$ cat src/rtl/apb_master_ctrl_if.sv
// apb_master_ctrl_if: command, response and APB3 requester signal bundle
//   master modport: view of apb_master_ctrl (drives CMD_READY, RSP_*, ERR_COUNT, APB request signals)
//   slave modport:  view of the command source / response sink / APB completer side
interface apb_master_ctrl_if #(
    parameter int ADDR_W   = 32,
    parameter int DATA_W   = 32,
    parameter int ERRCNT_W = 8
);
    logic                CMD_VALID;
    logic                CMD_READY;
    logic                CMD_WRITE;
    logic [ADDR_W-1:0]   CMD_ADDR;
    logic [DATA_W-1:0]   CMD_WDATA;
    logic                RSP_VALID;
    logic                RSP_READY;
    logic [DATA_W-1:0]   RSP_RDATA;
    logic                RSP_ERR;
    logic                RSP_TIMEOUT;
    logic [ERRCNT_W-1:0] ERR_COUNT;
    logic                PSELx;
    logic                PENABLE;
    logic                PWRITE;
    logic [ADDR_W-1:0]   PADDR;
    logic [DATA_W-1:0]   PWDATA;
    logic [DATA_W-1:0]   PRDATA;
    logic                PREADY;
    logic                PSLVERR;

    modport master (
        input  CMD_VALID, CMD_WRITE, CMD_ADDR, CMD_WDATA, RSP_READY, PRDATA, PREADY, PSLVERR,
        output CMD_READY, RSP_VALID, RSP_RDATA, RSP_ERR, RSP_TIMEOUT, ERR_COUNT,
               PSELx, PENABLE, PWRITE, PADDR, PWDATA
    );

    modport slave (
        output CMD_VALID, CMD_WRITE, CMD_ADDR, CMD_WDATA, RSP_READY, PRDATA, PREADY, PSLVERR,
        input  CMD_READY, RSP_VALID, RSP_RDATA, RSP_ERR, RSP_TIMEOUT, ERR_COUNT,
               PSELx, PENABLE, PWRITE, PADDR, PWDATA
    );
endinterface

$ cat src/rtl/apb_master_ctrl.sv
// apb_master_ctrl: APB3 requester turning single-word commands into SETUP/ACCESS transfers
//   PCLK    clock, all state on rising edge
//   PRESETn asynchronous active-low reset
//   bus     command channel, response channel (data/err/timeout), ERR_COUNT and APB3 request signals
module apb_master_ctrl #(
    parameter int ADDR_W         = 32,
    parameter int DATA_W         = 32,
    parameter int TIMEOUT_CYCLES = 16,
    parameter int ERRCNT_W       = 8
) (
    input  logic               PCLK,
    input  logic               PRESETn,
    apb_master_ctrl_if.master  bus
);
    localparam int CW = TIMEOUT_CYCLES > 0 ? $clog2(TIMEOUT_CYCLES + 1) : 1;
    localparam logic [CW-1:0] TLAST = CW'(TIMEOUT_CYCLES > 0 ? TIMEOUT_CYCLES - 1 : 0);

    typedef enum logic [1:0] {IDLE, SETUP, ACCESS, RESP} state_t;

    state_t              state, state_n;
    logic [CW-1:0]       wait_cnt, wait_cnt_n;
    logic                psel_n, penable_n, pwrite_n;
    logic [ADDR_W-1:0]   paddr_n;
    logic [DATA_W-1:0]   pwdata_n, rsp_rdata_n;
    logic                rsp_valid_n, rsp_err_n, rsp_timeout_n;
    logic [ERRCNT_W-1:0] err_count_n;
    logic                err_hit, expire;

    assign bus.CMD_READY = state == IDLE;
    // this PREADY=0 edge is the TIMEOUT_CYCLES-th one; PREADY=1 is checked first so completion wins
    assign expire = TIMEOUT_CYCLES != 0 && wait_cnt == TLAST;

    always_ff @(posedge PCLK or negedge PRESETn) begin
        if (!PRESETn) begin
            state           <= IDLE;
            wait_cnt        <= '0;
            bus.PSELx       <= 1'b0;
            bus.PENABLE     <= 1'b0;
            bus.PWRITE      <= 1'b0;
            bus.PADDR       <= '0;
            bus.PWDATA      <= '0;
            bus.RSP_VALID   <= 1'b0;
            bus.RSP_RDATA   <= '0;
            bus.RSP_ERR     <= 1'b0;
            bus.RSP_TIMEOUT <= 1'b0;
            bus.ERR_COUNT   <= '0;
        end else begin
            state           <= state_n;
            wait_cnt        <= wait_cnt_n;
            bus.PSELx       <= psel_n;
            bus.PENABLE     <= penable_n;
            bus.PWRITE      <= pwrite_n;
            bus.PADDR       <= paddr_n;
            bus.PWDATA      <= pwdata_n;
            bus.RSP_VALID   <= rsp_valid_n;
            bus.RSP_RDATA   <= rsp_rdata_n;
            bus.RSP_ERR     <= rsp_err_n;
            bus.RSP_TIMEOUT <= rsp_timeout_n;
            bus.ERR_COUNT   <= err_count_n;
        end
    end

    always_comb begin
        state_n       = state;
        wait_cnt_n    = wait_cnt;
        psel_n        = bus.PSELx;
        penable_n     = bus.PENABLE;
        pwrite_n      = bus.PWRITE;
        paddr_n       = bus.PADDR;
        pwdata_n      = bus.PWDATA;
        rsp_valid_n   = bus.RSP_VALID;
        rsp_rdata_n   = bus.RSP_RDATA;
        rsp_err_n     = bus.RSP_ERR;
        rsp_timeout_n = bus.RSP_TIMEOUT;
        err_hit       = 1'b0;
        case (state)
            IDLE: if (bus.CMD_VALID) begin
                state_n  = SETUP;
                psel_n   = 1'b1;
                pwrite_n = bus.CMD_WRITE;
                paddr_n  = bus.CMD_ADDR;
                pwdata_n = bus.CMD_WDATA;
            end
            SETUP: begin
                state_n   = ACCESS;
                penable_n = 1'b1;
            end
            ACCESS: if (bus.PREADY) begin
                state_n       = RESP;
                psel_n        = 1'b0;
                penable_n     = 1'b0;
                rsp_valid_n   = 1'b1;
                rsp_err_n     = bus.PSLVERR;
                rsp_timeout_n = 1'b0;
                // select rather than mask so an X on PRDATA during a write never reaches RSP_RDATA
                rsp_rdata_n   = bus.PWRITE ? '0 : bus.PRDATA;
                err_hit       = bus.PSLVERR;
            end else if (expire) begin
                state_n       = RESP;
                wait_cnt_n    = wait_cnt + 1'b1;
                psel_n        = 1'b0;
                penable_n     = 1'b0;
                rsp_valid_n   = 1'b1;
                rsp_err_n     = 1'b0;
                rsp_timeout_n = 1'b1;
                rsp_rdata_n   = '0;
                err_hit       = 1'b1;
            end else if (TIMEOUT_CYCLES != 0) begin
                wait_cnt_n = wait_cnt + 1'b1;
            end
            RESP: if (bus.RSP_READY) begin
                state_n     = IDLE;
                rsp_valid_n = 1'b0;
                wait_cnt_n  = '0;
            end
            default: state_n = IDLE;
        endcase
        err_count_n = (err_hit && !(&bus.ERR_COUNT)) ? bus.ERR_COUNT + 1'b1 : bus.ERR_COUNT;
    end
endmodule
$ cat src/flat_wrapper.sv
// flat-port wrapper written by rule: the top's interface ports become plain ports
module apb_master_ctrl_flat 
#(
    parameter int ADDR_W         = 32,
    parameter int DATA_W         = 32,
    parameter int TIMEOUT_CYCLES = 16,
    parameter int ERRCNT_W       = 8
)
  (PCLK, PRESETn, bus_CMD_VALID, bus_CMD_WRITE, bus_CMD_ADDR, bus_CMD_WDATA, bus_RSP_READY, bus_PRDATA, bus_PREADY, bus_PSLVERR, bus_CMD_READY, bus_RSP_VALID, bus_RSP_RDATA, bus_RSP_ERR, bus_RSP_TIMEOUT, bus_ERR_COUNT, bus_PSELx, bus_PENABLE, bus_PWRITE, bus_PADDR, bus_PWDATA);
  apb_master_ctrl_if #(.ADDR_W(ADDR_W), .DATA_W(DATA_W), .ERRCNT_W(ERRCNT_W)) bus_i ();
  input  logic PCLK;
  input  logic PRESETn;
  input wire logic [$bits(bus_i.CMD_VALID)-1:0] bus_CMD_VALID;
  input wire logic [$bits(bus_i.CMD_WRITE)-1:0] bus_CMD_WRITE;
  input wire logic [$bits(bus_i.CMD_ADDR)-1:0] bus_CMD_ADDR;
  input wire logic [$bits(bus_i.CMD_WDATA)-1:0] bus_CMD_WDATA;
  input wire logic [$bits(bus_i.RSP_READY)-1:0] bus_RSP_READY;
  input wire logic [$bits(bus_i.PRDATA)-1:0] bus_PRDATA;
  input wire logic [$bits(bus_i.PREADY)-1:0] bus_PREADY;
  input wire logic [$bits(bus_i.PSLVERR)-1:0] bus_PSLVERR;
  output wire logic [$bits(bus_i.CMD_READY)-1:0] bus_CMD_READY;
  output wire logic [$bits(bus_i.RSP_VALID)-1:0] bus_RSP_VALID;
  output wire logic [$bits(bus_i.RSP_RDATA)-1:0] bus_RSP_RDATA;
  output wire logic [$bits(bus_i.RSP_ERR)-1:0] bus_RSP_ERR;
  output wire logic [$bits(bus_i.RSP_TIMEOUT)-1:0] bus_RSP_TIMEOUT;
  output wire logic [$bits(bus_i.ERR_COUNT)-1:0] bus_ERR_COUNT;
  output wire logic [$bits(bus_i.PSELx)-1:0] bus_PSELx;
  output wire logic [$bits(bus_i.PENABLE)-1:0] bus_PENABLE;
  output wire logic [$bits(bus_i.PWRITE)-1:0] bus_PWRITE;
  output wire logic [$bits(bus_i.PADDR)-1:0] bus_PADDR;
  output wire logic [$bits(bus_i.PWDATA)-1:0] bus_PWDATA;
  assign bus_i.CMD_VALID = bus_CMD_VALID;
  assign bus_i.CMD_WRITE = bus_CMD_WRITE;
  assign bus_i.CMD_ADDR = bus_CMD_ADDR;
  assign bus_i.CMD_WDATA = bus_CMD_WDATA;
  assign bus_i.RSP_READY = bus_RSP_READY;
  assign bus_i.PRDATA = bus_PRDATA;
  assign bus_i.PREADY = bus_PREADY;
  assign bus_i.PSLVERR = bus_PSLVERR;
  assign bus_CMD_READY = bus_i.CMD_READY;
  assign bus_RSP_VALID = bus_i.RSP_VALID;
  assign bus_RSP_RDATA = bus_i.RSP_RDATA;
  assign bus_RSP_ERR = bus_i.RSP_ERR;
  assign bus_RSP_TIMEOUT = bus_i.RSP_TIMEOUT;
  assign bus_ERR_COUNT = bus_i.ERR_COUNT;
  assign bus_PSELx = bus_i.PSELx;
  assign bus_PENABLE = bus_i.PENABLE;
  assign bus_PWRITE = bus_i.PWRITE;
  assign bus_PADDR = bus_i.PADDR;
  assign bus_PWDATA = bus_i.PWDATA;
  apb_master_ctrl #(.ADDR_W(ADDR_W), .DATA_W(DATA_W), .TIMEOUT_CYCLES(TIMEOUT_CYCLES), .ERRCNT_W(ERRCNT_W)) u_core (.PCLK(PCLK), .PRESETn(PRESETn), .bus(bus_i));
endmodule
$ cat config.mk
export PLATFORM = sky130hd
export DESIGN_NAME = apb_master_ctrl_flat
export DESIGN_NICKNAME = d
export VERILOG_FILES = /design/src/rtl/apb_master_ctrl_if.sv /design/src/rtl/apb_master_ctrl.sv /design/src/flat_wrapper.sv
export SDC_FILE = /design/constraint.sdc
export NUM_CORES = 1
export LEC_CHECK = 0
export BUFFER_PORTS_ARGS = -buffer_cell sky130_fd_sc_hd__buf_2
export CORE_ASPECT_RATIO = 1.5
export CORE_UTILIZATION = 24
export DETAILED_ROUTE_END_ITERATION = 16
export RECOVER_POWER = 50
export SKIP_LAST_GASP = 1
export SYNTH_ARGS = -nofsm -noshare
export SYNTH_HDL_FRONTEND = slang
export SYNTH_SLANG_ARGS = --single-unit
$ cat constraint.sdc
create_clock -name PCLK -period 5.5 [get_ports PCLK]
set_clock_uncertainty 0.05 [all_clocks]
set_input_delay 0.275 -clock PCLK [delete_from_list [all_inputs] [get_ports PCLK]]
set_output_delay 0.275 -clock PCLK [all_outputs]
set_load 0.05 [all_outputs]
==> flow_summary.toml <==
[sta]
setup_viol = 0
rsz0062_at_grt = "false"
finalWorstSetupSlack_ns = 2.820
fin_setup_tns_ns = 0
slew_viol_final = 0
slew_headroom = 0.2832
max_slew.worst_pin.slew_ns = 1.073
period_needed_ns = 2.680
fmax_ghz = 0.3732
hold_ws_ns = 0.03716
hold_violations = 0
min_period_over_period = 0.4872

[critical_path]
critPathCaptureType = "register"
r2r_cells = 5
timing.rr.end = "u_core.bus.PADDR[18]$_DFFE_PN0P_"
cp.arrival_ns = 2.91
cp.required_ns = 5.73
start_kind = "register"
reg2reg_setup_slack_ns = 2.82
path_max_fanout = 40
path_class = "register to register"
regToRegStartpoint = "u_core.state[1]$_DFFE_PN0P_"

[hold_path]
min_to = "u_core.bus.RSP_RDATA[11]$_DFFE_PN0P_"
whs_path_depth = 2
hold_path_class = "input pin to register"
hp-start = "bus_PRDATA[11]"

[detailed_routing]
drtIter0Drc = 125
postRouteAntennaNets = 0
routed_wl_um = 11310
vias = 3392
first_pass_iters = 4
viasPerCell = 4.277
drc = 0
routedWlPerCell_um = 14.26

[floorplanning]
core_area_um2 = 18620
die_w_um = 114.7
start_util = 0.2456
die_area_um2 = 19630
die_y_um = 171.1
ios = 214
fp-row-count = 61

[cts]
cts_tree = "yes"
clock-sinks = 117
post-cts-setup-buffers = 0
cts_resized = 0
cts_inserted_buffers = 17
clock_latency_ns = 0.40
htree_levels = 4
path_clk_slew_ns = 0.06
cts_buffer_depth = 2
ctsHoldBuffers = 1
root_buffer = "clkbuf_16"

[global_routing]
antenna_found_initial = 0
grt_start_max_net_pins = 61
grt_pass1_wl_um = 16950
gr-total-overflow = 0
grt_pass1_vias = 3504
grt_use_total = 0.1136

[yosys]
yosysTopAreaCell = "dfrtp_1"
synth_top_area_share = 0.6400
synth.distinct_cells = 39
synth-seq-area-share = 0.6400
syn_area_um2 = 4574
ys_ff_latch = 117
synthCells = 306
ys_top_cells_by_area = "dfrtp_1 (64%), mux2_2 (17%), a22o_1 (6.1%), ha_1 (1.6%), buf_2 (1.5%)"
synth_nets = 415
yosys_warnings = 0
avgSynthCellArea_um2 = 14.95

[finish]
num-nets-final = 637
fillers = 1941
area_delta_synth_final_pct = 40.40
drive_gt1_frac = 0.3993
num_antenna_cells = 0
final_common_cell = "dfrtp_1"
post-route-util = 0.3449
layout_common_cells = "dfrtp_1 (117), clkbuf_1 (111), buf_2 (101)"

[placement]
dp_slack_ns = 3.164
place_congestion = 0.7211
portBuffers = 213
dpl.hpwl_um = 8233

[status]
status = "finished clean"

[job]
max_cap_violations = 0
routing by layer:
layer,track usage,vias up,part of all wire
met5,0,-,0
met4,0.05647,0,0.019
met3,0.04109,15,0.070
met2,0.2008,139,0.54
met1,0.1175,1680,0.38
li1,-,1558,-
how the worst max path moves through the flow:
stage                                startpoint                                end  slack (ns)  cells after the start
floorplan           u_core.state[0]$_DFFE_PN0P_   u_core.bus.PADDR[12]$_DFFE_PN0P_        3.59                      6
global placement    u_core.state[0]$_DFFE_PN0P_   u_core.bus.PADDR[12]$_DFFE_PN0P_        3.25                      5
detailed placement  u_core.state[1]$_DFFE_PN0P_  u_core.bus.PWDATA[23]$_DFFE_PN0P_        3.16                      5
CTS                 u_core.state[1]$_DFFE_PN0P_   u_core.bus.PADDR[30]$_DFFE_PN0P_        3.15                      5
global route        u_core.state[1]$_DFFE_PN0P_   u_core.bus.PADDR[18]$_DFFE_PN0P_        2.61                      5
finish              u_core.state[1]$_DFFE_PN0P_   u_core.bus.PADDR[18]$_DFFE_PN0P_        2.82                      5
flip-flops by register name, indices dropped and copies added (netlist names):
name	flops
u_core.bus.PADDR	32
u_core.bus.PWDATA	32
u_core.bus.RSP_RDATA	32
u_core.bus.ERR_COUNT	8
u_core.wait_cnt	5
u_core.state	2
u_core.bus.PENABLE	1
u_core.bus.PSELx	1
u_core.bus.PWRITE	1
u_core.bus.RSP_ERR	1
u_core.bus.RSP_TIMEOUT	1
u_core.bus.RSP_VALID	1
cells in the mapped netlist:
cell type  number
nand3_2         1
o21ai_0         2
a211o_1         1
nor3b_1         2
o22a_1          1
o31ai_1         1
a32o_1          1
or3b_2          1
nor4_1          1
a22o_1         32
a21oi_1         2
nand2_1        10
ha_1            6
a21boi_0        2
o21ai_1         1
xor2_1          5
nor4b_1         1
inv_1           5
nor3_1          4
a221o_1         1
and3_1          2
nand2b_1        2
mux2_2         68
or2_2           1
nand2_4         1
o21bai_1        1
nand3_1         3
o21ai_2         1
buf_4           1
dfrtp_1       117
nor2_1          5
nor2b_1         3
mux2i_1         2
mux2_4          1
buf_2          14
o2bb2ai_1       1
o211ai_2        1
nor3_2          1
nor3_4          1
per-stage QoR:
stage | cell area, um^2 | cells
after detailed placement | 5919 | 760
after floorplan | 4574 | 306
final | 6422 | 793
after CTS | 6569 | 793
after global placement | 5919 | 760
after global routing | 6422 | 793
critical path: stages (launching register included):
cell and delay [ns]:
dfrtp_1 0.38, inv_1 0.08, ha_1 0.23, nand2_1 0.80, buf_4 0.58, mux2_2 0.40
kinds of logic after synthesis:
kind of cell,after synthesis,synth area share
XOR/XNOR,5,0.009573
AO/OA/AOI/OAI,48,0.08808
buffers and inverters,20,0.02106
adder cells (fa/ha/maj),6,0.01641
multiplexers,71,0.1751
AND/OR/NAND/NOR,39,0.04978
flip-flops,117,0.6400
area by class of cell:
class	instances	area [um^2]	share of cell area
timing repair buffer	218	969.7	0.1510
clock buffer	18	439.2	0.06838
tap	252	315.3	0.04909
sequential	117	2928	0.4559
multi-input combinational	169	1551	0.2416
inverter	5	18.77	0.002922
clock inverter	14	200.2	0.03117
Power is not shown: default switching activity piles up to over one toggle a cycle in this logic, so the estimate is an artifact.
